## src/rtl/rr_arbiter8.sv

```systemverilog
// Round-robin arbiter: eight requesters share one resource through a registered one-hot grant.
// Latency: request to grant is 1 cycle, release to deassert is 1 cycle, and every grant is followed by one idle gap cycle.
// Backpressure: a grant is held while its requester keeps req high, up to MAX_HOLD cycles (0 = no limit). en only gates new grants.
// Ports:
//   clk, rst_n  rising-edge clock, asynchronous active-low reset
//   en          arbitration enable (blocks new grants only)
//   req[7:0]    request lines, one per requester
//   gnt[7:0]    registered one-hot grant (zero = no grant)
//   gnt_id[2:0] binary index of the current/last grant
//   gnt_valid   registered OR of gnt
//   timeout     one-cycle pulse when a grant is revoked by the hold limit
module rr_arbiter8 #(
  parameter int unsigned MAX_HOLD = 16
) (
  input  logic       clk,
  input  logic       rst_n,
  input  logic       en,
  input  logic [7:0] req,
  output logic [7:0] gnt,
  output logic [2:0] gnt_id,
  output logic       gnt_valid,
  output logic       timeout
);

  typedef enum logic {IDLE, BUSY} state_t;

  localparam bit         HOLD_EN   = (MAX_HOLD != 0);
  localparam logic [7:0] HOLD_LAST = 8'((MAX_HOLD == 0) ? 0 : MAX_HOLD - 1);

  state_t     state_q, state_d;
  logic [2:0] ptr_q, ptr_d;
  logic [7:0] hcnt_q, hcnt_d;
  logic [7:0] gnt_q, gnt_d;
  logic [2:0] gnt_id_q, gnt_id_d;
  logic       gnt_valid_q, gnt_valid_d;
  logic       timeout_q, timeout_d;

  logic       win_vld;
  logic [2:0] win_id;
  logic [2:0] idx;

  // Scan from the highest offset down so the requester closest to ptr
  // (offset 0 first) is the last one written and therefore wins.
  always_comb begin
    win_vld = 1'b0;
    win_id  = ptr_q;
    idx     = ptr_q;
    for (int i = 7; i >= 0; i--) begin
      idx = ptr_q + 3'(i);
      if (req[idx]) begin
        win_vld = 1'b1;
        win_id  = idx;
      end
    end
  end

  always_comb begin
    state_d     = state_q;
    ptr_d       = ptr_q;
    hcnt_d      = hcnt_q;
    gnt_d       = gnt_q;
    gnt_id_d    = gnt_id_q;
    gnt_valid_d = gnt_valid_q;
    timeout_d   = 1'b0;
    case (state_q)
      IDLE: begin
        gnt_d       = 8'h00;
        gnt_valid_d = 1'b0;
        if (en && win_vld) begin
          gnt_d       = 8'h01 << win_id;
          gnt_id_d    = win_id;
          gnt_valid_d = 1'b1;
          ptr_d       = win_id + 3'd1;  // winner drops to lowest priority
          hcnt_d      = 8'h00;
          state_d     = BUSY;
        end
      end
      BUSY: begin
        if (!req[gnt_id_q]) begin
          // Release is checked first so it wins over a simultaneous expiry.
          gnt_d       = 8'h00;
          gnt_valid_d = 1'b0;
          state_d     = IDLE;
        end else if (HOLD_EN && (hcnt_q == HOLD_LAST)) begin
          gnt_d       = 8'h00;
          gnt_valid_d = 1'b0;
          timeout_d   = 1'b1;
          state_d     = IDLE;
        end else if (hcnt_q != 8'hFF) begin
          hcnt_d = hcnt_q + 8'd1;
        end
      end
      default: begin
        state_d     = IDLE;
        gnt_d       = 8'h00;
        gnt_valid_d = 1'b0;
      end
    endcase
  end

  always_ff @(posedge clk or negedge rst_n) begin
    if (!rst_n) begin
      state_q     <= IDLE;
      ptr_q       <= 3'd0;
      hcnt_q      <= 8'h00;
      gnt_q       <= 8'h00;
      gnt_id_q    <= 3'd0;
      gnt_valid_q <= 1'b0;
      timeout_q   <= 1'b0;
    end else begin
      state_q     <= state_d;
      ptr_q       <= ptr_d;
      hcnt_q      <= hcnt_d;
      gnt_q       <= gnt_d;
      gnt_id_q    <= gnt_id_d;
      gnt_valid_q <= gnt_valid_d;
      timeout_q   <= timeout_d;
    end
  end

  assign gnt       = gnt_q;
  assign gnt_id    = gnt_id_q;
  assign gnt_valid = gnt_valid_q;
  assign timeout   = timeout_q;

endmodule

```

## config.mk

```make
export PLATFORM = sky130hd
export DESIGN_NAME = rr_arbiter8
export DESIGN_NICKNAME = d
export VERILOG_FILES = /design/src/rtl/rr_arbiter8.sv
export SDC_FILE = /design/constraint.sdc
export NUM_CORES = 1
export LEC_CHECK = 0
export ABC_AREA = 0
export BUFFER_PORTS_ARGS = -buffer_cell sky130_fd_sc_hd__buf_2
export CAP_MARGIN = 20
export CORE_AREA = 3 3 83 85
export CTS_CLUSTER_DIAMETER = 100
export DETAILED_ROUTE_END_ITERATION = 16
export DIE_AREA = 0 0 86 88
export SLEW_MARGIN = 20
export SYNTH_ARGS = -nofsm -noshare
export SYNTH_HDL_FRONTEND = slang
export SYNTH_SLANG_ARGS = --single-unit
```

## constraint.sdc

```tcl
create_clock -name clk -period 5 [get_ports clk]
set_input_delay 0 -clock clk [delete_from_list [all_inputs] [get_ports clk]]
set_output_delay 0 -clock clk [all_outputs]
set_load 0.01 [all_outputs]
```

; ---- Word level (Yosys, flattened, before mapping)
; Cells that the tools add are included.
[word_totals]
wordCells = 90
reg_bits = 25
output_inout_bits = 13
input_bits = 11
[op_classes]
n_shift = 1
n_eq_ne = 7
muxes = 53
reduce_logical = 3
bitwise = 1
add_sub_neg = 9
n_lt_le_gt_ge = 9
[op_table]
columns = operator, n
row1 = $mux W8, 7
row2 = $lt A3 B4 Y1 const B, 9
row3 = $pmux W8 S2, 2
row4 = $bmux W1 S3, 9
row5 = $mux W1, 25
row6 = $mux W3, 8
row7 = $add A3 B3 Y3 const B, 4
row8 = $add A8 B1 Y8 const B, 1
row9 = $eq A8 B4 Y1 const B, 1
row10 = $ne A8 B8 Y1 const B, 1
row11 = $shl A1 B3 Y8 const A, 1
row12 = $add A3 B1 Y3 const B, 2
row13 = $add A3 B2 Y3 const B, 2
row14 = $ne A2 B1 Y1 const B, 2
row15 = $ne A2 B2 Y1 const B, 2
row16 = $pmux W1 S2, 2
row17 = $reduce_and A4 Y1, 1
row18 = $ne A3 B2 Y1 const B, 1
row19 = $reduce_and A2 Y1, 1
row20 = $logic_and A1 B1 Y1, 1
row21 = $not A1 Y1, 1

; ---- Longest topological paths before layout
; Gate-level depths: netlist of run 1.
[logic_depth]
ltp_word = 14
mapped_depth = 15
mapped_depth_nobuf = 11

; ---- Least setup slack after synthesis of run 1
; Ideal clock, no wire load.
[synth_timing]
path_kind = reg-to-reg
start = reg ptr_q[0]
end = reg ptr_q[2]
setup_slack_ns = 1.050
stages_incl_launch_ff = 16
path_buffers = 4
t_arrival_ns = 3.825
setup_time_ns = 0.125
t_required_ns = 4.875
period_less_slack_ns = 3.950
path_cell_list = dfrtp_1 -> buf_6 -> buf_2 -> clkbuf_1 -> inv_1 -> ha_1 -> clkbuf_1 -> mux4_2 -> and2_4 -> or4_4 -> a2111oi_4 -> o31ai_2 -> o21a_4 -> nor2_1 -> ha_1 -> mux2_2
[synth_between]
elab_chain_len = 13
elab_cells_between_ends = 42
classes_between = 8 x add/sub / 32 x mux / 2 x reduce/logical
[synth_lines]
columns = item, line
row1 = "start, declared", 31  ; logic [2:0] ptr_q, ptr_d;
row2 = "start signal, assigned", 112  ; ptr_q <= ptr_d;
row3 = branches (longest 13 deep; another with $add A3 B3 Y3), n/a
; Parallel ways; which one is timed is not known. The select of a mux whose other input is x is not followed.
; A chain may end at the register's enable or synchronous reset.

; ---- Worst setup path after layout of run 1
[layout_timing]
start = reg ptr_q[1]
end = reg ptr_q[2]
; Same word-level chain as after synthesis.

==> results of run 1 <==
how the worst max path moves through the flow:
stage	start	to	slack, ns	cells after the start
after floorplan	ptr_q[0]$_DFFE_PN0P_	ptr_q[2]$_DFFE_PN0P_	1.05	15
after global placement	ptr_q[1]$_DFFE_PN0P_	ptr_q[2]$_DFFE_PN0P_	0.92	11
after detailed placement	ptr_q[1]$_DFFE_PN0P_	ptr_q[2]$_DFFE_PN0P_	0.83	11
after CTS	ptr_q[1]$_DFFE_PN0P_	ptr_q[2]$_DFFE_PN0P_	0.82	11
after global routing	ptr_q[1]$_DFFE_PN0P_	ptr_q[2]$_DFFE_PN0P_	0.56	11
final	ptr_q[1]$_DFFE_PN0P_	ptr_q[2]$_DFFE_PN0P_	0.83	11
synth_stat cells, drive strengths merged (2+ instances only):
library cell  instances  share of area
nor3b                 3          0.011
clkbuf                3         0.0054
a31oi                 4          0.012
a32o                  3          0.014
o21ai                11          0.026
a21oi                 9          0.021
dfrtp                25           0.30
or2                   4          0.012
ha                    4          0.024
nor2                 21          0.039
nand2                20          0.036
a211o                 3          0.013
a211oi                2         0.0096
nand2b                9          0.027
and3                  5          0.015
nor3                  4         0.0096
o31ai                 5          0.025
xor2                  3          0.013
mux2i                 7          0.033
and2                  4          0.013
buf                   6          0.017
o21a                  4          0.018
mux4                 13           0.14
nand3                 4         0.0096
mux2                  5          0.027
xnor2                 6          0.025
or4                   3          0.013
inv                   7          0.013
o2111ai               2         0.0084
a31o                  2         0.0084
nor2b                 2         0.0060
a22o                  3          0.013
critical path, delay by kind of cell (launching register included):
kind	cells	cell delay, ns
adder cells (fa/ha/maj)	2	0.80
multiplexers	2	0.66
AND/OR/NAND/NOR	3	0.77
AO/OA/AOI/OAI	3	0.65
buffers and inverters	1	0.42
flip-flops	1	0.76
flip-flops by register name (all words and copies together), names as in the netlist:
name / cells
gnt_id: 3
hcnt_q: 8
state_q: 1
timeout: 1
gnt: 8
gnt_valid: 1
ptr_q: 3
per-layer routing:
metal / up-vias / global-route usage / wire [um]
met5: - / 0 / 0
met4: 0 / 0.0187 / 8
met3: 2 / 0.0273 / 225
met2: 49 / 0.219 / 2250
met1: 836 / 0.200 / 2440
li1: 853 / - / -
cell families (layout without fill, tap and decap cells):
| family | count (synthesis) | in the layout | synth area share |
|---|---|---|---|
| fa+ha+maj | 4 | 4 | 0.0239 |
| compound gates | 54 | 54 | 0.203 |
| mux | 25 | 25 | 0.200 |
| buf+inv | 17 | 38 | 0.0370 |
| simple gates | 82 | 82 | 0.200 |
| xor+xnor | 9 | 9 | 0.0376 |
| flops | 25 | 25 | 0.299 |
power groups by stage:
stage                     logic, mW  clock network, mW  registers (mW)
after floorplan                1.02                  0           0.343
after global placement         1.27                  0           0.370
after detailed placement       1.27                  0           0.372
after CTS                      1.28              0.121           0.368
after global routing           1.42              0.129           0.383
final                          1.29              0.117           0.367
layout make-up:
cell class / count / share of cell area
multi-input combinational: 174 / 0.598
inverter: 8 / 0.0129
clock buffer: 4 / 0.0193
tap: 77 / 0.0414
timing repair buffer: 26 / 0.0602
sequential: 25 / 0.269
what timing repair did:
item,4_1_cts,5_1_grt
resized for setup,0,0
hold buffers,1,0
setup endpoints to repair,0,0
endpoints found under the hold margin,25,0
==> flow_summary_export.csv, run 1 <==
group,metric,value,unit
floorplanning,die_h,88,um
detailed_routing,drt_iter0_drc,91,
cts,cts.sinks,25,
finish,regArea,626,um^2
worst_setup_path,cpMostUsedCell,"ha_1",
yosys,async_flop_share,1.00,
timing,worst_slew_pin_slew,0.788,ns
timing,period_minus_slack,4.17,ns
timing,min_period_over_period,0.834,
timing,rsz0062_at_grt,"no",
yosys,netlist_area,2100,um^2
detailed_routing,wirelength,4930,um
yosys,synth_nets,231,
cts,cts_buffers,3,
worst_setup_path,criticalPathCategory,"flip-flop to flip-flop",
global_route,grt-ovfl-total,0,
timing,slew_headroom,0.475,
worst_setup_path,worstPathCellList,"clkinv_1 > ha_1 > mux4_2 > and2_4 > or4_4 > a2111oi_4 > o31ai_2 > o21a_4 > nor2_1 > ha_1 > mux2_2",
detailed_routing,routedWlPerCell,15.7,um
global_route,antenna_found_initial,0,
yosys,synthFlopType,"dfrtp_1",
power_and_ir_drop,pwr-share-clk,0.066,
timing,skew,0.00601,ns
placed_design,dp_hpwl,3630,um
placed_design,placed_cell_area,2270,um^2
finish,fin_area,2330,um^2
worst_setup_path,rrSetupSlack,0.83,ns
timing,max_freq,240,MHz
worst_setup_path,crit_slowest_cell,"dfrtp_1",
worst_setup_path,required,5.15,ns
yosys,ys_types,51,
worst_setup_path,cp.arrival,4.32,ns
power_and_ir_drop,comb_power_share,0.726,
worst_setup_path,end_kind,"flip-flop",
cts,clock_latency,0.26,ns
timing,setup_slack,0.830,ns
cts,cts_root_buf,"clkbuf_8",
detailed_routing,viasPerCell,5.54,
outcome,status,"finished, final reports clean",
finish,drive_above_1_share,0.262,
yosys,synthCells,216,
timing,setup_viol,0,
timing,worst_hold_slack,0.244,ns
detailed_routing,via_count,1740,
placed_design,dpl.cell_count,309,
worst_setup_path,rr_worst_depth,11,
finish,layout_commonest_cell,"dfrtp_1",
finish,antenna_cells,0,
placed_design,portBuffers,23,
worst_setup_path,path_max_fanout,18,
power_and_ir_drop,power.density,760,nW/um^2
cts,clock_path_buffers,2,
worst_setup_path,rr_endpoint,"ptr_q[2]$_DFFE_PN0P_",
placed_design,pre_cts_slack,0.825,ns
floorplanning,dieWidth,86,um
yosys,seq_area_frac_synth,0.299,
floorplanning,io_pins,24,
power_and_ir_drop,power.share.sequential,0.208,
finish,final_nets,253,
worst_setup_path,cp-start-kind,"flip-flop",
cts,clk_pin_slew_worst_paths,0.09,ns
detailed_routing,dr.pass1.iters,4,
finish,layout_common_cells,"dfrtp_1, buf_2, nand2_1, nor2_1, mux4_2",
worst_setup_path,timing.rr.start,"ptr_q[1]$_DFFE_PN0P_",
finish,multi_input_area,1390,um^2
yosys,synth_edf_count,0,
floorplanning,die_area,7570,um^2
finish,syn_to_final_growth,11.2,%
yosys,ys_ff_latch,25,
timing,hold_viol_final,0,
hold_path,min_path_type,"input port to asynchronous set/reset pin",
global_route,grt_max_degree,27,
power_and_ir_drop,p_switching,0.887,mW
power_and_ir_drop,vdd.ir_drop.worst,478,uV
cts,cts_setup_buffers,0,
timing,drv_slew,0,
power_and_ir_drop,p_leak,0.992,nW
finish,nFillCells,637,
finish,stdcell_count,314,
yosys,yosys_warnings,0,
floorplanning,initial_utilization,0.334,
power_and_ir_drop,internal_power,0.884,mW
timing,setup-tns-final,0,ns
floorplanning,core,6280,um^2
power_and_ir_drop,p_total,1.77,mW
global_route,track_usage,0.138,
power_and_ir_drop,switching_share,0.501,
placed_design,place_congestion,0.880,
global_route,grt_pass1_wl,8490,um
detailed_routing,ant_nets,0,
yosys,avgSynthCellArea,9.70,um^2
worst_setup_path,slowest_delay,0.76,ns
cts,h-tree-depth,1,
global_route,grt_pass1_vias,1714,
detailed_routing,drcViolationCount,0,
finish,fin_util,0.371,
floorplanning,rows,29,
cts,tritoncts,"built",
job,max_cap_viol_count,0,
(Power assumes the default switching activity.)
==> inputs of run 2 (changes only) <==
Settings changed: ABC_AREA 0 to 1, CORE_AREA 3 3 83 85 to 3 3 79 81, DIE_AREA 0 0 86 88 to 0 0 82 84.
Clock period 5 ns to 3.4 ns, I/O delays scaled along.
==> run 2 against run 1 <==
Routed wire length shrank 5.7%. Worst setup slack lost 0.36 ns. Sequential share of layout area grew 2.9 points. Synthesized cell count grew 27%. Register-to-register slack lost 0.36 ns. Non-clock buffer count is the same. Via count grew 6.7%. Die area shrank 9.0%. Sequential cell count is the same. First-iteration DRC count grew 37%.
==> flow_summary_export.csv, run 2 <==
group,metric,value,unit
outcome,status,"finished, final reports clean",
hold_path,hold_depth,4,
timing,setup-tns-final,0,ns
cts,clk_pin_slew_worst_paths,0.08,ns
yosys,ys_types,33,
cts,cts_root_buf,"clkbuf_8",
finish,final_nets,313,
worst_setup_path,rrSetupSlack,0.47,ns
yosys,synthTopCellsByCount,"nand2_1, nand3_1, dfrtp_1, inv_1, nand2_2",
detailed_routing,routedWlPerCell,12.6,um
global_route,grt-ovfl-total,0,
detailed_routing,drcViolationCount,0,
yosys,yosysMostFrequentCell,"nand2_1",
finish,multi_input_area,1080,um^2
yosys,seq_area_frac_synth,0.332,
detailed_routing,via_count,1856,
hold_path,min_path_type,"input port to flip-flop",
floorplanning,initial_utilization,0.340,
yosys,ys_ff_latch,25,
floorplanning,rows,27,
timing,rsz0062_at_grt,"no",
worst_setup_path,cp.arrival,3.09,ns
finish,drive_above_1_share,0.212,
finish,layout_commonest_cell,"nand2_1",
detailed_routing,wirelength,4650,um
finish,antenna_cells,0,
yosys,synthAdderAreaFrac,0.0266,
global_route,grt_max_degree,26,
timing,max_freq,341,MHz
placed_design,dp_hpwl,3730,um
detailed_routing,drt_iter0_drc,125,
global_route,track_usage,0.148,
timing,setup_viol,0,
yosys,synthMuxAreaShare,0.0106,
cts,cts_setup_buffers,0,
yosys,yosys_warnings,0,
yosys,synth_edf_count,0,
timing,min_period_over_period,0.863,
cts,cts_buffers,3,
yosys,avgSynthCellArea,6.87,um^2
timing,drv_slew,0,
detailed_routing,ant_nets,0,
floorplanning,dieWidth,82,um
finish,layout_common_cells,"nand2_1, nand3_1, dfrtp_1, buf_2, inv_1",
placed_design,place_congestion,1.01,
detailed_routing,viasPerCell,5.03,
detailed_routing,dr.pass1.iters,4,
cts,tritoncts,"built",
timing,worst_slew_pin_slew,0.557,ns
timing,skew,0.00269,ns
yosys,synth_nets,289,
global_route,antenna_found_initial,0,
placed_design,portBuffers,23,
cts,h-tree-depth,1,
yosys,yosysTopAreaCell,"dfrtp_1",
yosys,synthFlopType,"dfrtp_1",
yosys,synthSimpleGateAreaFrac,0.396,
floorplanning,die_h,84,um
cts,cts.sinks,25,
worst_setup_path,required,3.55,ns
worst_setup_path,criticalPathCategory,"flip-flop to flip-flop",
yosys,synth_area_leaders,"dfrtp_1, nand2_1, nand3_1, nand2_2, inv_1",
yosys,synth_xor_area_frac,0.0279,
yosys,netlist_area,1880,um^2
worst_setup_path,rr_endpoint,"gnt[7]$_DFFE_PN0P_",
worst_setup_path,end_kind,"flip-flop",
yosys,async_flop_share,1.00,
yosys,synthCells,274,
finish,regArea,626,um^2
worst_setup_path,path_max_fanout,11,
worst_setup_path,rr_worst_depth,18,
timing,hold_viol_final,0,
floorplanning,core,5540,um^2
cts,ctsResizeCount,0,
floorplanning,io_pins,24,
cts,clock_latency,0.26,ns
timing,slew_headroom,0.628,
timing,period_minus_slack,2.93,ns
finish,nFillCells,601,
cts,clock_path_buffers,2,
floorplanning,die_area,6890,um^2
global_route,grt_pass1_wl,8310,um
worst_setup_path,timing.rr.start,"ptr_q[0]$_DFFE_PN0P_",
finish,syn_to_final_growth,11.8,%
hold_path,worstHoldEndpoint,"gnt_id[0]$_DFFE_PN0P_",
yosys,synth_top_family_by_area,"simple AND/OR/NAND/NOR gates",
job,max_cap_viol_count,0,
global_route,grt_pass1_vias,1893,
worst_setup_path,cp-start-kind,"flip-flop",
yosys,synth_compound_area_frac,0.114,
hold_path,min_from,"en",
yosys,synth_top_area_share,0.332,
## run 2: cell families (layout without fill, tap and decap cells)
logic type,Yosys count,count (layout)
AO/OA/AOI/OAI,33,33
XOR/XNOR,6,6
buffers and inverters,39,62
multiplexers,2,2
adder cells (fa/ha/maj),4,4
flip-flops,25,25
AND/OR/NAND/NOR,165,165
## run 2: metrics by stage
step                      hold slack (ns)  setup slack (ns)  instance area, um^2   util  cells
after floorplan                    -0.296             0.901                 1880      -    274
after global placement             0.0211             0.584                 2050  0.370    364
after detailed placement           0.0295             0.520                 2050  0.370    364
after CTS                           0.217             0.513                 2100  0.380    369
after global routing                0.250             0.188                 2100  0.380    369
final                               0.216             0.466                 2100  0.380    369
## run 2: critical path, cell delays in order (launching register included)
cell and delay, ns:
dfrtp_1 0.54, inv_2 0.19, ha_1 0.43, inv_2 0.14, nand3_1 0.13, nand3_1 0.21, nand2_1 0.09, nand2_1 0.07
nand3_1 0.06, nand2_1 0.06, nand2_1 0.04, nand2_1 0.05, nand2_1 0.05, nand2_1 0.05, nand2_1 0.11, nand3_1 0.14
inv_1 0.06, ha_1 0.17, a22o_1 0.22
## run 2: repair_timing
item                       CTS  global route
hold endpoints to repair    25             0
hold buffers                 1             0
setup endpoints to repair    0             0
## run 2: layer usage
layer | track usage | vias to the layer above | share of wire
li1 | - | 934 | -
met1 | 0.216 | 854 | 0.49
met2 | 0.222 | 60 | 0.44
met3 | 0.0162 | 8 | 0.051
met4 | 0.0559 | 0 | 0.016
met5 | 0 | - | 0
## run 2: how the worst max path moves through the flow
stage                              start                    to  slack (ns)  cells after the start
floorplan           ptr_q[0]$_DFFE_PN0P_    gnt[7]$_DFFE_PN0P_        0.90                     20
global placement    ptr_q[0]$_DFFE_PN0P_    gnt[7]$_DFFE_PN0P_        0.58                     17
detailed placement  ptr_q[0]$_DFFE_PN0P_    gnt[7]$_DFFE_PN0P_        0.52                     18
CTS                 ptr_q[0]$_DFFE_PN0P_    gnt[7]$_DFFE_PN0P_        0.51                     18
global route        ptr_q[0]$_DFFE_PN0P_  ptr_q[2]$_DFFE_PN0P_        0.19                     19
finish              ptr_q[0]$_DFFE_PN0P_    gnt[7]$_DFFE_PN0P_        0.47                     18
## run 2: area by class of cell
class	instances	share of cell area
clock buffers	4	0.0214
inverters	32	0.0571
multi-input cells	210	0.515
flip-flops and latches	25	0.297
well taps	72	0.0428
repair buffers	26	0.0666
Power of run 2 is left out: the tool's default activity adds up to more than one toggle a clock period on the data nets, which glitch-free logic cannot reach.
==> inputs of run 3 (changes only) <==
Settings changed: BUFFER_PORTS_ARGS -buffer_cell sky130_fd_sc_hd__buf_2 to -buffer_cell sky130_fd_sc_hd__clkbuf_2.
==> run 3 against run 2 <==
Register-to-register slack hardly changed. Cell count is 0.27% lower. Worst hold slack worse by 0.0094 ns. Maximum frequency hardly changed. Clock skew is 0.00057 ns higher. Utilization is 0.14 points lower. Largest cell class unchanged. Design area is 0.36% lower. Non-clock buffer count is 1 lower. First-iteration DRC count is 14% higher. Sequential share of layout area is 0.11 points higher. Global-route usage is 0.49 points lower. Via count is 2.5% lower.
==> flow_summary_export.csv, run 3 (same netlist as run 2, synthesis figures left out) <==
group,metric,value,unit
global_route,grt-ovfl-total,0,
global_route,grt_pass1_wl,7990,um
finish,layout_common_cells,"nand2_1, nand3_1, dfrtp_1, clkbuf_2, inv_1",
placed_design,dp_hpwl,3580,um
timing,min_period_over_period,0.864,
global_route,antenna_found_initial,0,
global_route,track_usage,0.143,
timing,rsz0062_at_grt,"no",
worst_setup_path,rr_worst_depth,17,
timing,drv_slew,0,
cts,cts_buffers,3,
timing,setup-tns-final,0,ns
detailed_routing,ant_nets,0,
timing,hold_viol_final,0,
detailed_routing,wl_met2,1920,um
floorplanning,io_pins,24,
worst_setup_path,end_kind,"flip-flop",
worst_setup_path,cp.arrival,3.10,ns
floorplanning,dieWidth,82,um
floorplanning,initial_utilization,0.340,
floorplanning,die_area,6890,um^2
detailed_routing,drcViolationCount,0,
detailed_routing,routedWlPerCell,12.1,um
detailed_routing,wl_met3,259,um
job,max_cap_viol_count,0,
worst_setup_path,required,3.56,ns
worst_setup_path,startpoint,"ptr_q[0]$_DFFE_PN0P_",
finish,syn_to_final_growth,11.4,%
detailed_routing,wl_met1,2180,um
worst_setup_path,rr_endpoint,"gnt[7]$_DFFE_PN0P_",
worst_setup_path,path_max_fanout,11,
worst_setup_path,cp-endpoint,"gnt[7]$_DFFE_PN0P_",
cts,clk_pin_slew_worst_paths,0.08,ns
worst_setup_path,cp-start-kind,"flip-flop",
timing,setup_viol,0,
detailed_routing,dr.max_layer_used,"met4",
cts,clock_latency,0.26,ns
cts,cts_root_buf,"clkbuf_8",
cts,hold_buffers,1,
cts,ctsResizeCount,0,
outcome,status,"finished, final reports clean",
worst_setup_path,criticalPathCategory,"flip-flop to flip-flop",
timing,max_freq,341,MHz
hold_path,hold_depth,4,
timing,slew_headroom,0.598,
worst_setup_path,timing.rr.start,"ptr_q[0]$_DFFE_PN0P_",
detailed_routing,wirelength,4470,um
floorplanning,core,5540,um^2
cts,cts_setup_buffers,0,
hold_path,min_path_type,"input port to flip-flop",
finish,antenna_cells,0,
detailed_routing,dr.pass1.iters,4,
global_route,grt_pass1_vias,1736,
cts,tritoncts,"built",
placed_design,place_congestion,0.926,
floorplanning,die_h,84,um
cts,clock_path_buffers,2,
cts,h-tree-depth,1,
finish,final_nets,312,
placed_design,portBuffers,23,
detailed_routing,viasPerCell,4.92,
floorplanning,rows,27,
finish,drive_above_1_share,0.209,
finish,layout_commonest_cell,"nand2_1",
cts,cts.sinks,25,
finish,nFillCells,620,
worst_setup_path,rrSetupSlack,0.46,ns
timing,worst_slew_pin_slew,0.603,ns
detailed_routing,drt_iter0_drc,143,
detailed_routing,via_count,1809,
timing,skew,0.00326,ns
global_route,grt_max_degree,26,
timing,period_minus_slack,2.94,ns
run 3: cell types whose count changed in the layout (fill, tap and decap cells not counted):
cell,change
buf_2,-23
buf_4,-1
clkbuf_2,+23
run 3: worst max-delay path: stages, from the launching register on:
cell and delay (ns):
dfrtp_1 0.55, inv_2 0.19, ha_1 0.46, inv_2 0.10, nand3_1 0.13, nand3_1 0.17, nand2_1 0.15, nand2_1 0.07
nand2_1 0.05, nand2_1 0.05, nand2_1 0.08, nand2_1 0.05, nand2_1 0.07, nand2_2 0.10, nand3_1 0.15, inv_1 0.06
ha_1 0.17, a22o_1 0.22
run 3: routing by layer:
metal / GRT usage / vias to the layer above
met5: 0 / -
met2: 0.205 / 59
met3: 0.0173 / 14
met1: 0.213 / 806
li1: - / 930
met4: 0.0619 / 0
run 3: worst min-delay path by stage:
stage,to,slack [ns],start
floorplan,gnt[0]$_DFFE_PN0P_,-0.30,rst_n
global placement,hcnt_q[3]$_DFFE_PN0P_,0.04,rst_n
detailed placement,hcnt_q[4]$_DFFE_PN0P_,0.04,rst_n
CTS,gnt_id[0]$_DFFE_PN0P_,0.20,en
global route,gnt_id[0]$_DFFE_PN0P_,0.25,en
finish,gnt_id[0]$_DFFE_PN0P_,0.21,en
run 3: layout make-up:
type | instances | area (um^2) | area share
flip-flops and latches | 25 | 626 | 0.299
multi-input cells | 210 | 1080 | 0.516
repair buffers | 25 | 133 | 0.0633
clock buffers | 4 | 45.0 | 0.0215
inverters | 32 | 120 | 0.0573
well taps | 72 | 90.1 | 0.0430
run 3: metrics by stage:
stage                     worst slack, ns  cell area, um^2  std cells  hold WS, ns  utilization
after floorplan                     0.901             1880        274       -0.296            -
after global placement              0.473             2040        363       0.0411        0.368
after detailed placement            0.505             2040        363       0.0431        0.368
after CTS                           0.489             2100        368        0.198        0.378
after global routing               0.0911             2100        368        0.246        0.378
final                               0.464             2100        368        0.206        0.378
Power of run 3 is left out for the same reason.
